`src/rtl/uart_tx_ctrl.sv`:
```
// uart_tx_ctrl: serial-transmit controller producing 8N1-style frames
// (start bit, DATA_BITS data bits LSB first, stop bit) from a parallel byte.
// Optional build macro UART_TX_PARITY_EN inserts one even-parity bit between
// the last data bit and the stop bit.
// All outputs are registered; there is no combinational input-to-output path.
module uart_tx_ctrl #(
  parameter int CLKS_PER_BIT = 434,
  parameter int DATA_BITS    = 8
) (
  input  logic                 clk,
  input  logic                 rst,
  input  logic                 tx_start,
  input  logic [DATA_BITS-1:0] tx_data,
  output logic                 tx_busy,
  output logic                 tx_done,
  output logic                 tx_serial
);

  localparam int BW = (CLKS_PER_BIT > 1) ? $clog2(CLKS_PER_BIT) : 1;
  localparam int IW = (DATA_BITS > 1) ? $clog2(DATA_BITS) : 1;
  localparam logic [BW-1:0] BCNT_MAX = BW'(CLKS_PER_BIT - 1);
  localparam logic [IW-1:0] BIDX_MAX = IW'(DATA_BITS - 1);
  // Index of the bit that becomes sh_r[0] after the next shift.
  localparam int NXT_IDX = (DATA_BITS > 1) ? 1 : 0;

`ifdef UART_TX_PARITY_EN
  typedef enum logic [2:0] {
    IDLE   = 3'd0,
    START  = 3'd1,
    DATA   = 3'd2,
    PARITY = 3'd3,
    STOP   = 3'd4
  } state_t;

  // Even parity: the parity bit makes the total count of ones even.
  function automatic logic even_parity(input logic [DATA_BITS-1:0] d);
    return ^d;
  endfunction
`else
  typedef enum logic [2:0] {
    IDLE   = 3'd0,
    START  = 3'd1,
    DATA   = 3'd2,
    STOP   = 3'd4
  } state_t;
`endif

  state_t               state_r;
  logic [BW-1:0]        bcnt_r;
  logic [IW-1:0]        bidx_r;
  logic [DATA_BITS-1:0] sh_r;
  logic                 busy_r;
  logic                 done_r;
  logic                 serial_r;
  logic                 tick_s;
`ifdef UART_TX_PARITY_EN
  logic                 par_r;
`endif

  // Bit-end tick: last clock of the current serial bit period.
  always_comb begin
    tick_s = (bcnt_r == BCNT_MAX);
  end

  // Frame sequencer: state, counters, shift register and registered outputs.
  always_ff @(posedge clk) begin
    if (rst) begin
      state_r  <= IDLE;
      bcnt_r   <= '0;
      bidx_r   <= '0;
      sh_r     <= '0;
      busy_r   <= 1'b0;
      done_r   <= 1'b0;
      serial_r <= 1'b1;
`ifdef UART_TX_PARITY_EN
      par_r    <= 1'b0;
`endif
    end else begin
      done_r <= 1'b0;
      case (state_r)
        IDLE: begin
          bcnt_r <= '0;
          bidx_r <= '0;
          if (tx_start) begin
            sh_r     <= tx_data;
`ifdef UART_TX_PARITY_EN
            par_r    <= even_parity(tx_data);
`endif
            state_r  <= START;
            serial_r <= 1'b0;
            busy_r   <= 1'b1;
          end else begin
            serial_r <= 1'b1;
            busy_r   <= 1'b0;
          end
        end

        START: begin
          if (tick_s) begin
            bcnt_r   <= '0;
            bidx_r   <= '0;
            state_r  <= DATA;
            serial_r <= sh_r[0];
          end else begin
            bcnt_r   <= bcnt_r + BW'(1);
          end
        end

        DATA: begin
          if (tick_s) begin
            bcnt_r <= '0;
            sh_r   <= sh_r >> 1;
            if (bidx_r == BIDX_MAX) begin
`ifdef UART_TX_PARITY_EN
              state_r  <= PARITY;
              serial_r <= par_r;
`else
              state_r  <= STOP;
              serial_r <= 1'b1;
`endif
            end else begin
              bidx_r   <= bidx_r + IW'(1);
              serial_r <= sh_r[NXT_IDX];
            end
          end else begin
            bcnt_r <= bcnt_r + BW'(1);
          end
        end

`ifdef UART_TX_PARITY_EN
        PARITY: begin
          if (tick_s) begin
            bcnt_r   <= '0;
            state_r  <= STOP;
            serial_r <= 1'b1;
          end else begin
            bcnt_r   <= bcnt_r + BW'(1);
          end
        end
`endif

        STOP: begin
          if (tick_s) begin
            // First IDLE cycle carries the done pulse; busy drops at once.
            bcnt_r   <= '0;
            state_r  <= IDLE;
            serial_r <= 1'b1;
            busy_r   <= 1'b0;
            done_r   <= 1'b1;
          end else begin
            bcnt_r   <= bcnt_r + BW'(1);
          end
        end

        default: begin
          state_r  <= IDLE;
          bcnt_r   <= '0;
          bidx_r   <= '0;
          busy_r   <= 1'b0;
          serial_r <= 1'b1;
        end
      endcase
    end
  end

  assign tx_busy   = busy_r;
  assign tx_done   = done_r;
  assign tx_serial = serial_r;

endmodule

```
`config.mk`:
```
export PLATFORM = sky130hd
export DESIGN_NAME = uart_tx_ctrl
export DESIGN_NICKNAME = d
export VERILOG_FILES = /design/src/rtl/uart_tx_ctrl.sv
export SDC_FILE = /design/constraint.sdc
export NUM_CORES = 1
export LEC_CHECK = 0
export ABC_AREA = 1
export CAP_MARGIN = 5
export CORE_MARGIN = 2
export CORE_UTILIZATION = 59
export DETAILED_ROUTE_END_ITERATION = 8
export GPL_ROUTABILITY_DRIVEN = 0
export HOLD_SLACK_MARGIN = 0.06
export PLACE_DENSITY_LB_ADDON = 0.3
export SLEW_MARGIN = 20
export SYNTH_ARGS = -nofsm -noshare
export SYNTH_HDL_FRONTEND = slang
export SYNTH_SLANG_ARGS = --single-unit
```
`constraint.sdc`:
```
create_clock -name clk -period 1.85 [get_ports clk]
set_input_delay 0.185 -clock clk [delete_from_list [all_inputs] [get_ports clk]]
set_output_delay 0.185 -clock clk [all_outputs]
set_load 0.05 [all_outputs]
```
# [Yosys cells after proc, flatten, opt, wreduce, memory -nomap -nowiden]
# Cells that the tools add are included.
[op_classes] add_sub_neg=2 eq_ne=11 n_mux=22 n_bitwise=3 n_reduce_logical=11
[op_table] operator="$mux W3" n=7
[op_table] operator="$mux W8" n=2
[op_table] operator="$pmux W8 S2" n=1
[op_table] operator="$ne A2 B2 Y1 const B" n=6
[op_table] operator="$pmux W3 S4" n=1
[op_table] operator="$add A9 B1 Y9 const B" n=1
[op_table] operator="$eq A9 B9 Y1 const B" n=1
[op_table] operator="$pmux W3 S3" n=1
[op_table] operator="$mux W1" n=8
[op_table] operator="$eq A3 B3 Y1 const B" n=2
[op_table] operator="$reduce_and A3 Y1" n=2
[op_table] operator="$reduce_or A3 Y1" n=2
[op_table] operator="$reduce_and A5 Y1" n=1
[op_table] operator="$pmux W1 S4" n=1
[op_table] operator="$reduce_and A4 Y1" n=1
[op_table] operator="$reduce_or A2 Y1" n=2
[op_table] operator="$add A3 B1 Y3 const B" n=1
[op_table] operator="$eq A3 B1 Y1 const B" n=1
[op_table] operator="$eq A3 B2 Y1 const B" n=1
[op_table] operator="$logic_not A3 Y1" n=1
[op_table] operator="$not A1 Y1" n=3
[op_table] operator="$pmux W1 S3" n=1
[op_table] operator="$reduce_and A2 Y1" n=1
[op_table] operator="$reduce_bool A2 Y1" n=1
[totals] regBits=26 in_bits=11 out_inout_bits=3 elab_cells=56

# [Depth between registers and ports, before layout]
# Gate-level depths: netlist of the first run.
[logic_depth] word_depth=4 depth_mapped=10 depth_no_buf=10

# [Least setup slack after synthesis of the first run]
# Ideal clock, no wire load.
[synth_timing] path_kind="register to register" from="register bcnt_r[0]" to="register bcnt_r[7]" setup_ns=0.115 t_arrival_ns=1.136 t_required_ns=1.735 setup_slack_ns=0.600 stages_incl_launch_ff=9 cell_sequence="dfxtp_1 -> ha_1 -> nand2_1 -> nor2_2 -> nand2_2 -> nand2_2 -> inv_2 -> nand2_4 -> nor2_1"
[synth_between] elab_chain_cells=2 word_cells_on_any_way=3 classes_between="add/sub: 1; eq/ne: 1; reduce/logical: 1"
[synth_rtl] element="start: declaration" line="49" text="logic [BW-1:0] bcnt_r;"
[synth_rtl] element="start signal: assignment" line="105" text="bcnt_r <= bcnt_r + BW'(1);"
[synth_rtl] element="start signal: assignment" line="126" text="bcnt_r <= bcnt_r + BW'(1);"
[synth_rtl] element="start signal: assignment" line="151" text="bcnt_r <= bcnt_r + BW'(1);"
[synth_rtl] element="parallel branches: the longest is 2 deep, another holds $add A9 B1 Y9"
# Several ways; the timed one is not identified.
# A chain may end at the register's enable or synchronous reset.

# [Worst setup path in the final report of the first run]
[layout_timing] from="register serial_r, in the netlist tx_serial" to="output tx_serial"
[layout_rtl] element="start: declaration" line="54" text="logic serial_r;"
[layout_rtl] element="start signal: assignment" line="103" text="serial_r <= sh_r[0];"
[layout_rtl] element="start signal: assignment" line="123" text="serial_r <= sh_r[NXT_IDX];"
[layout_rtl] element="end: declaration" line="16" text="output logic tx_serial"
# No word-level cell between the ends.

==> flow_metrics.env, run 1 <==
export IMPL_post_drt_wl_per_cell_um=11.2
export IMPL_coreArea_um2=2210
export IMPL_power_switching_w=0.000747
export IMPL_yosysWarnings=0
export IMPL_io_pins=14
export IMPL_syn_nets=206
export IMPL_synth_top_family_by_area="simple AND/OR/NAND/NOR gates"
export IMPL_clockBufferDepth=2
export IMPL_crit_slowest_cell="clkdlybuf4s50_1"
export IMPL_yosys_area_share_adder_pct=3.60
export IMPL_gr_total_overflow=0
export IMPL_cp_required_ns=1.66
export IMPL_drtAntennaViolNets=0
export IMPL_whs_path_depth=3
export IMPL_max_freq_mhz=590
export IMPL_status="complete, no violations"
export IMPL_std_cell_rows=17
export IMPL_design_area_um2=1570
export IMPL_synth_seq_cells=26
export IMPL_post_dp_hpwl_mm=2.03
export IMPL_post_synth_inst_count=191
export IMPL_end_kind="output port"
export IMPL_critPathLaunchType="flop"
export IMPL_clk_latency_ns=0.33
export IMPL_synth_xor_area_share_pct=3.15
export IMPL_met3_usage_pct=2.86
export IMPL_critical_path_class="reg -> out"
export IMPL_fin_hold_ws_ns=0.469
export IMPL_sw_frac_of_total_pct=41.4
export IMPL_synth_area_um2=1390
export IMPL_worstMarginPinSlew_ns=0.506
export IMPL_die_area_um2=2760
export IMPL_path_max_fanout=2
export IMPL_post_cts_resized=0
export IMPL_place_inst=229
export IMPL_cts_tree="yes"
export IMPL_rrSetupSlack_ns=0.37
export IMPL_multi_input_area_um2=739
export IMPL_antenna_found_initial=0
export IMPL_syn_to_final_growth_pct=12.8
export IMPL_ir_worst_vdd_mv=0.920
export IMPL_crit_family="buffers and inverters"
export IMPL_fin_skew_ns=0.00521
export IMPL_yosysSeqAreaShare_pct=37.4
export IMPL_grt_met2_usage_pct=39.8
export IMPL_synth_cell_type_count=28
export IMPL_synth_compound_area_share_pct=6.92
export IMPL_grt_pass1_vias=1114
export IMPL_p_leak_nw=0.684
export IMPL_postCtsHoldBufs=0
export IMPL_grt_util_all_layers_pct=22.0
export IMPL_reg2reg_depth=7
export IMPL_root_buffer="clkbuf_4"
export IMPL_first_pass_iters=4
export IMPL_min_from="tx_data[7]"
export IMPL_avgSynthCellArea_um2=7.28
export IMPL_drive_gt1_share_pct=16.6
export IMPL_seqCellArea_um2=520
export IMPL_hold_violations=0
export IMPL_port_buffers=13
export IMPL_rsz0062_at_grt="no"
export IMPL_htree_levels=1
export IMPL_p_int_w=0.00106
export IMPL_clk_pin_slew_ns=0.14
export IMPL_clock_sinks=26
export IMPL_hp_class="in -> reg"
export IMPL_drv_slew=0
export IMPL_drv_cap=0
export IMPL_post_cts_buffers=0
export IMPL_rr_startpoint="state_r[1]"
export IMPL_worst_ep_arrival_time_ns=1.51
export IMPL_worstPathCellList="clkdlybuf4s50_1"
export IMPL_antenna_cells=0
export IMPL_place_area_um2=1530
export IMPL_die_w_um=52.6
export IMPL_min_period_ns=1.69
export IMPL_viasPerCell=5.17
export IMPL_max_stage_delay_ns=0.81
export IMPL_pwr_share_seq_pct=41.2
export IMPL_power_share_combinational_pct=42.4
export IMPL_drt_wl_total_mm=2.61
export IMPL_crit_buf_inv=1
export IMPL_grt_max_degree=20
export IMPL_busiest_layer="met2"
export IMPL_min_period_over_period_pct=91.6
export IMPL_grt_pass1_wl_mm=4.61
export IMPL_synth_mux_area_share_pct=0
export IMPL_hold_path_end="sh_r[7]"
export IMPL_die_y_um=52.6
export IMPL_nets=221
export IMPL_finalNonFillerCells=233
export IMPL_synthSimpleGateAreaFrac_pct=39.5
export IMPL_cp_depth=1
export IMPL_r2r_end="sh_r[1]"
export IMPL_cp_startpoint="tx_serial"
export IMPL_initial_core_util_pct=62.9
export IMPL_p_clk_share_pct=16.4
export IMPL_num_vias=1205
export IMPL_drtIter0Drc=37
export IMPL_setup_violations=0
export IMPL_drcViolationCount=0
export IMPL_fin_setup_tns_ns=0
export IMPL_grtUsageMet1_pct=26.9
export IMPL_cts_buffers=3
export IMPL_n_fill_cell=191
export IMPL_p_per_area_nw_per_um2=1150
export IMPL_slew_headroom_pct=66.2
Yosys cell counts:
cell	number	area (µm²)
inv_4	1	6.26
nand3_1	21	105
a21oi_1	7	35.0
nor2_4	1	11.3
or2_2	2	12.5
buf_2	1	5.00
nand2_4	1	11.3
nand3b_4	1	20.0
nand3_4	2	35.0
nand2_1	36	135
nor3_1	1	5.00
o21ai_1	1	5.00
clkbuf_1	1	3.75
dfxtp_1	26	521
xor2_1	4	35.0
xnor2_1	1	8.76
nor2_1	28	105
inv_1	21	78.8
o21ai_0	6	30.0
nor2_2	5	31.3
a21oi_2	3	26.3
ha_1	4	50.1
inv_2	4	15.0
nand3_2	2	20.0
buf_6	2	22.5
nand4_1	1	6.26
nand2_2	7	43.8
nand3b_1	1	7.51
per-stage QoR:
step	power [W]	setup WS, ns	utilization [%]
finish	0.00180	0.156	70.9
CTS	0.00181	0.154	70.9
global placement	0.00149	0.477	69.3
detailed placement	0.00152	0.400	69.3
floorplan	0.00136	0.600	-
global route	0.00195	0.124	70.9
metal layers:
| metal | routed length, µm | up-vias |
|---|---|---|
| li1 | - | 628 |
| met1 | 1140 | 540 |
| met2 | 1330 | 33 |
| met3 | 107 | 4 |
| met4 | 28 | 0 |
| met5 | 0 | - |
kinds of logic after synthesis:
logic type | count (synthesis)
compound gates | 17
xor+xnor | 5
flops | 26
buf+inv | 30
fa+ha+maj | 4
simple gates | 109
flip-flops by register name, indices dropped and copies added (netlist names):
| register | count |
|---|---|
| bcnt_r | 9 |
| bidx_r | 3 |
| sh_r | 8 |
| state_r | 3 |
| tx_busy | 1 |
| tx_done | 1 |
| tx_serial | 1 |
power by group through the flow:
stage | clock network, W | registers, W | logic [W]
3_3_place_gp | 0 | 0.000748 | 0.000739
3_5_place_dp | 0 | 0.000755 | 0.000763
6_report | 0.000296 | 0.000744 | 0.000764
2_1_floorplan | 0 | 0.000790 | 0.000572
4_1_cts | 0.000301 | 0.000742 | 0.000767
5_1_grt | 0.000321 | 0.000755 | 0.000873
worst max path at each step:
stage,end,slack [ns]
3_5_place_dp,sh_r[1],0.40
2_1_floorplan,bcnt_r[7],0.60
3_3_place_gp,state_r[1],0.48
5_1_grt,tx_busy,0.12
6_report,tx_serial,0.16
4_1_cts,tx_serial,0.15
layout make-up:
type	count	area share [%]
Clock buffer	4	2.31
Inverter	26	6.38
Multi-Input combinational cell	135	47.1
Sequential cell	26	33.2
Tap cell	28	2.23
Timing Repair Buffer	14	8.77
layout by cell type (no fill, tap or decap), types with 5 or more instances in the layout:
| cell type | count |
|---|---|
| clkdlybuf4s50_1 | 13 |
| nand3_1 | 21 |
| nand2_1 | 36 |
| nor2_1 | 28 |
| nand2_2 | 7 |
| nor2_2 | 5 |
| a21oi_1 | 7 |
| dfxtp_1 | 26 |
| inv_1 | 21 |
| o21ai_0 | 6 |
Note: power is estimated with default switching activity, not from simulation.
==> run 2: changes to the inputs <==
--- a/config.mk
+++ b/config.mk
@@ -9,6 +9,7 @@
 export CAP_MARGIN = 5
 export CORE_MARGIN = 2
 export CORE_UTILIZATION = 59
+export CTS_BUF_LIST = sky130_fd_sc_hd__clkbuf_16
 export DETAILED_ROUTE_END_ITERATION = 8
 export GPL_ROUTABILITY_DRIVEN = 0
 export HOLD_SLACK_MARGIN = 0.06
==> run 2 against run 1 <==
Compared with the run above:
- critical path depth is the same
- hold slack improved by 0.0022 ns
- register-to-register slack about the same
- critical path type unchanged
==> flow_metrics.env, run 2 (synthesis results as in run 1) <==
export IMPL_status="complete, no violations"
export IMPL_post_cts_resized=0
export IMPL_std_cell_rows=17
export IMPL_drv_cap=0
export IMPL_grt_util_all_layers_pct=22.2
export IMPL_rsz0062_at_grt="no"
export IMPL_critical_path_class="reg -> out"
export IMPL_crit_buf_inv=1
export IMPL_p_leak_nw=0.701
export IMPL_max_freq_mhz=626
export IMPL_htree_levels=1
export IMPL_place_inst=229
export IMPL_worstPathCellList="clkdlybuf4s50_1"
export IMPL_postCtsHoldBufs=0
export IMPL_p_per_area_nw_per_um2=1240
export IMPL_worstMarginPinSlew_ns=0.504
export IMPL_gr_total_overflow=0
export IMPL_die_y_um=52.6
export IMPL_grt_pass1_wl_mm=4.64
export IMPL_cts_buffers=3
export IMPL_crit_slowest_cell="clkdlybuf4s50_1"
export IMPL_post_dp_hpwl_mm=2.03
export IMPL_cts_tree="yes"
export IMPL_drtAntennaViolNets=0
export IMPL_drtIter0Drc=38
export IMPL_clk_latency_ns=0.26
export IMPL_finalNonFillerCells=233
export IMPL_min_period_ns=1.60
export IMPL_crit_family="buffers and inverters"
export IMPL_multi_input_area_um2=739
export IMPL_mostFrequentLayoutCell="nand2_1"
export IMPL_drcViolationCount=0
export IMPL_rrSetupSlack_ns=0.36
export IMPL_die_area_um2=2760
export IMPL_hp_class="reg -> reg"
export IMPL_grt_pass1_vias=1163
export IMPL_post_cts_buffers=0
export IMPL_clock_sinks=26
export IMPL_drt_wl_total_mm=2.72
export IMPL_post_drt_wl_per_cell_um=11.7
export IMPL_cp_required_ns=1.66
export IMPL_first_pass_iters=4
export IMPL_viasPerCell=5.24
export IMPL_io_pins=14
export IMPL_clockBufferDepth=2
export IMPL_largest_register="bcnt_r"
export IMPL_fin_setup_tns_ns=0
export IMPL_fin_skew_ns=0.00306
export IMPL_clk_pin_slew_ns=0.06
export IMPL_drive_gt1_share_pct=16.1
export IMPL_initial_core_util_pct=62.9
export IMPL_setup_violations=0
export IMPL_slew_headroom_pct=66.3
export IMPL_ir_worst_vdd_mv=0.872
export IMPL_final_util_pct=72.9
export IMPL_nets=221
export IMPL_port_buffers=13
export IMPL_max_stage_delay_ns=0.81
export IMPL_seqCellArea_um2=520
export IMPL_syn_to_final_growth_pct=15.8
export IMPL_antenna_found_initial=0
export IMPL_end_kind="output port"
export IMPL_antenna_cells=0
export IMPL_largest_register_ffs=9
export IMPL_final_cell_mix="nand2_1 (36), nor2_1 (28), dfxtp_1 (26), inv_1 (21), nand3_1 (21)"
export IMPL_root_buffer="clkbuf_16"
export IMPL_top_regs="bcnt_r: 9 flops, sh_r: 8 flops"
export IMPL_die_w_um=52.6
export IMPL_min_period_over_period_pct=86.3
export IMPL_num_vias=1221
export IMPL_drv_slew=0
export IMPL_coreArea_um2=2210
export IMPL_critPathLaunchType="flop"
export IMPL_worst_ep_arrival_time_ns=1.41
export IMPL_hold_violations=0
export IMPL_grt_max_degree=20
export IMPL_path_max_fanout=2
export IMPL_n_fill_cell=181
-- run 2: cell types whose count changed in the layout (fill, tap and decap cells not counted), sizes merged --
cell,change
clkbuf,-1
clkinv,+1
-- run 2: worst paths after layout --
path | to | start | cells past startpoint
setup / recovery | tx_serial | tx_serial | 1
setup reg to reg | sh_r[1] | state_r[1] | 7
hold reg to reg | bcnt_r[0] | bcnt_r[0] | 1
hold / removal | bcnt_r[0] | bcnt_r[0] | 1
-- run 2: metrics by stage --
stage	worst slack, ns	hold slack (ns)	total power, W	instance area [µm²]
4_1_cts	0.250	0.474	0.00201	1610
5_1_grt	0.222	0.501	0.00214	1610
6_report	0.253	0.472	0.00201	1610
3_3_place_gp	0.477	0.449	0.00149	1530
2_1_floorplan	0.600	0.330	0.00136	1390
3_5_place_dp	0.400	0.459	0.00152	1530
-- run 2: report_power, final --
group	switching [W]	internal, W	leakage, nW	total (W)
clock	0.000199	0.000290	0.0385	0.000489
sequential	0.0000832	0.000664	0.212	0.000747
combinational	0.000498	0.000273	0.450	0.000770
total	0.000780	0.00123	0.701	0.00201
-- run 2: per-layer routing --
metal	GRT usage [%]	wire [µm]	part of all wire, %
met1	26.0	1180	43
met2	40.4	1400	51
met3	2.29	111	4.1
met4	9.83	32	1.2
met5	0	0	0
-- run 2: area by class of cell --
class                      instances  area share, %
clock buffer                       3           4.66
timing repair buffer              14           8.54
sequential                        26           32.3
inverter                          26           6.21
multi-input combinational        135           45.9
clock inverter                     1          0.233
tap                               28           2.17
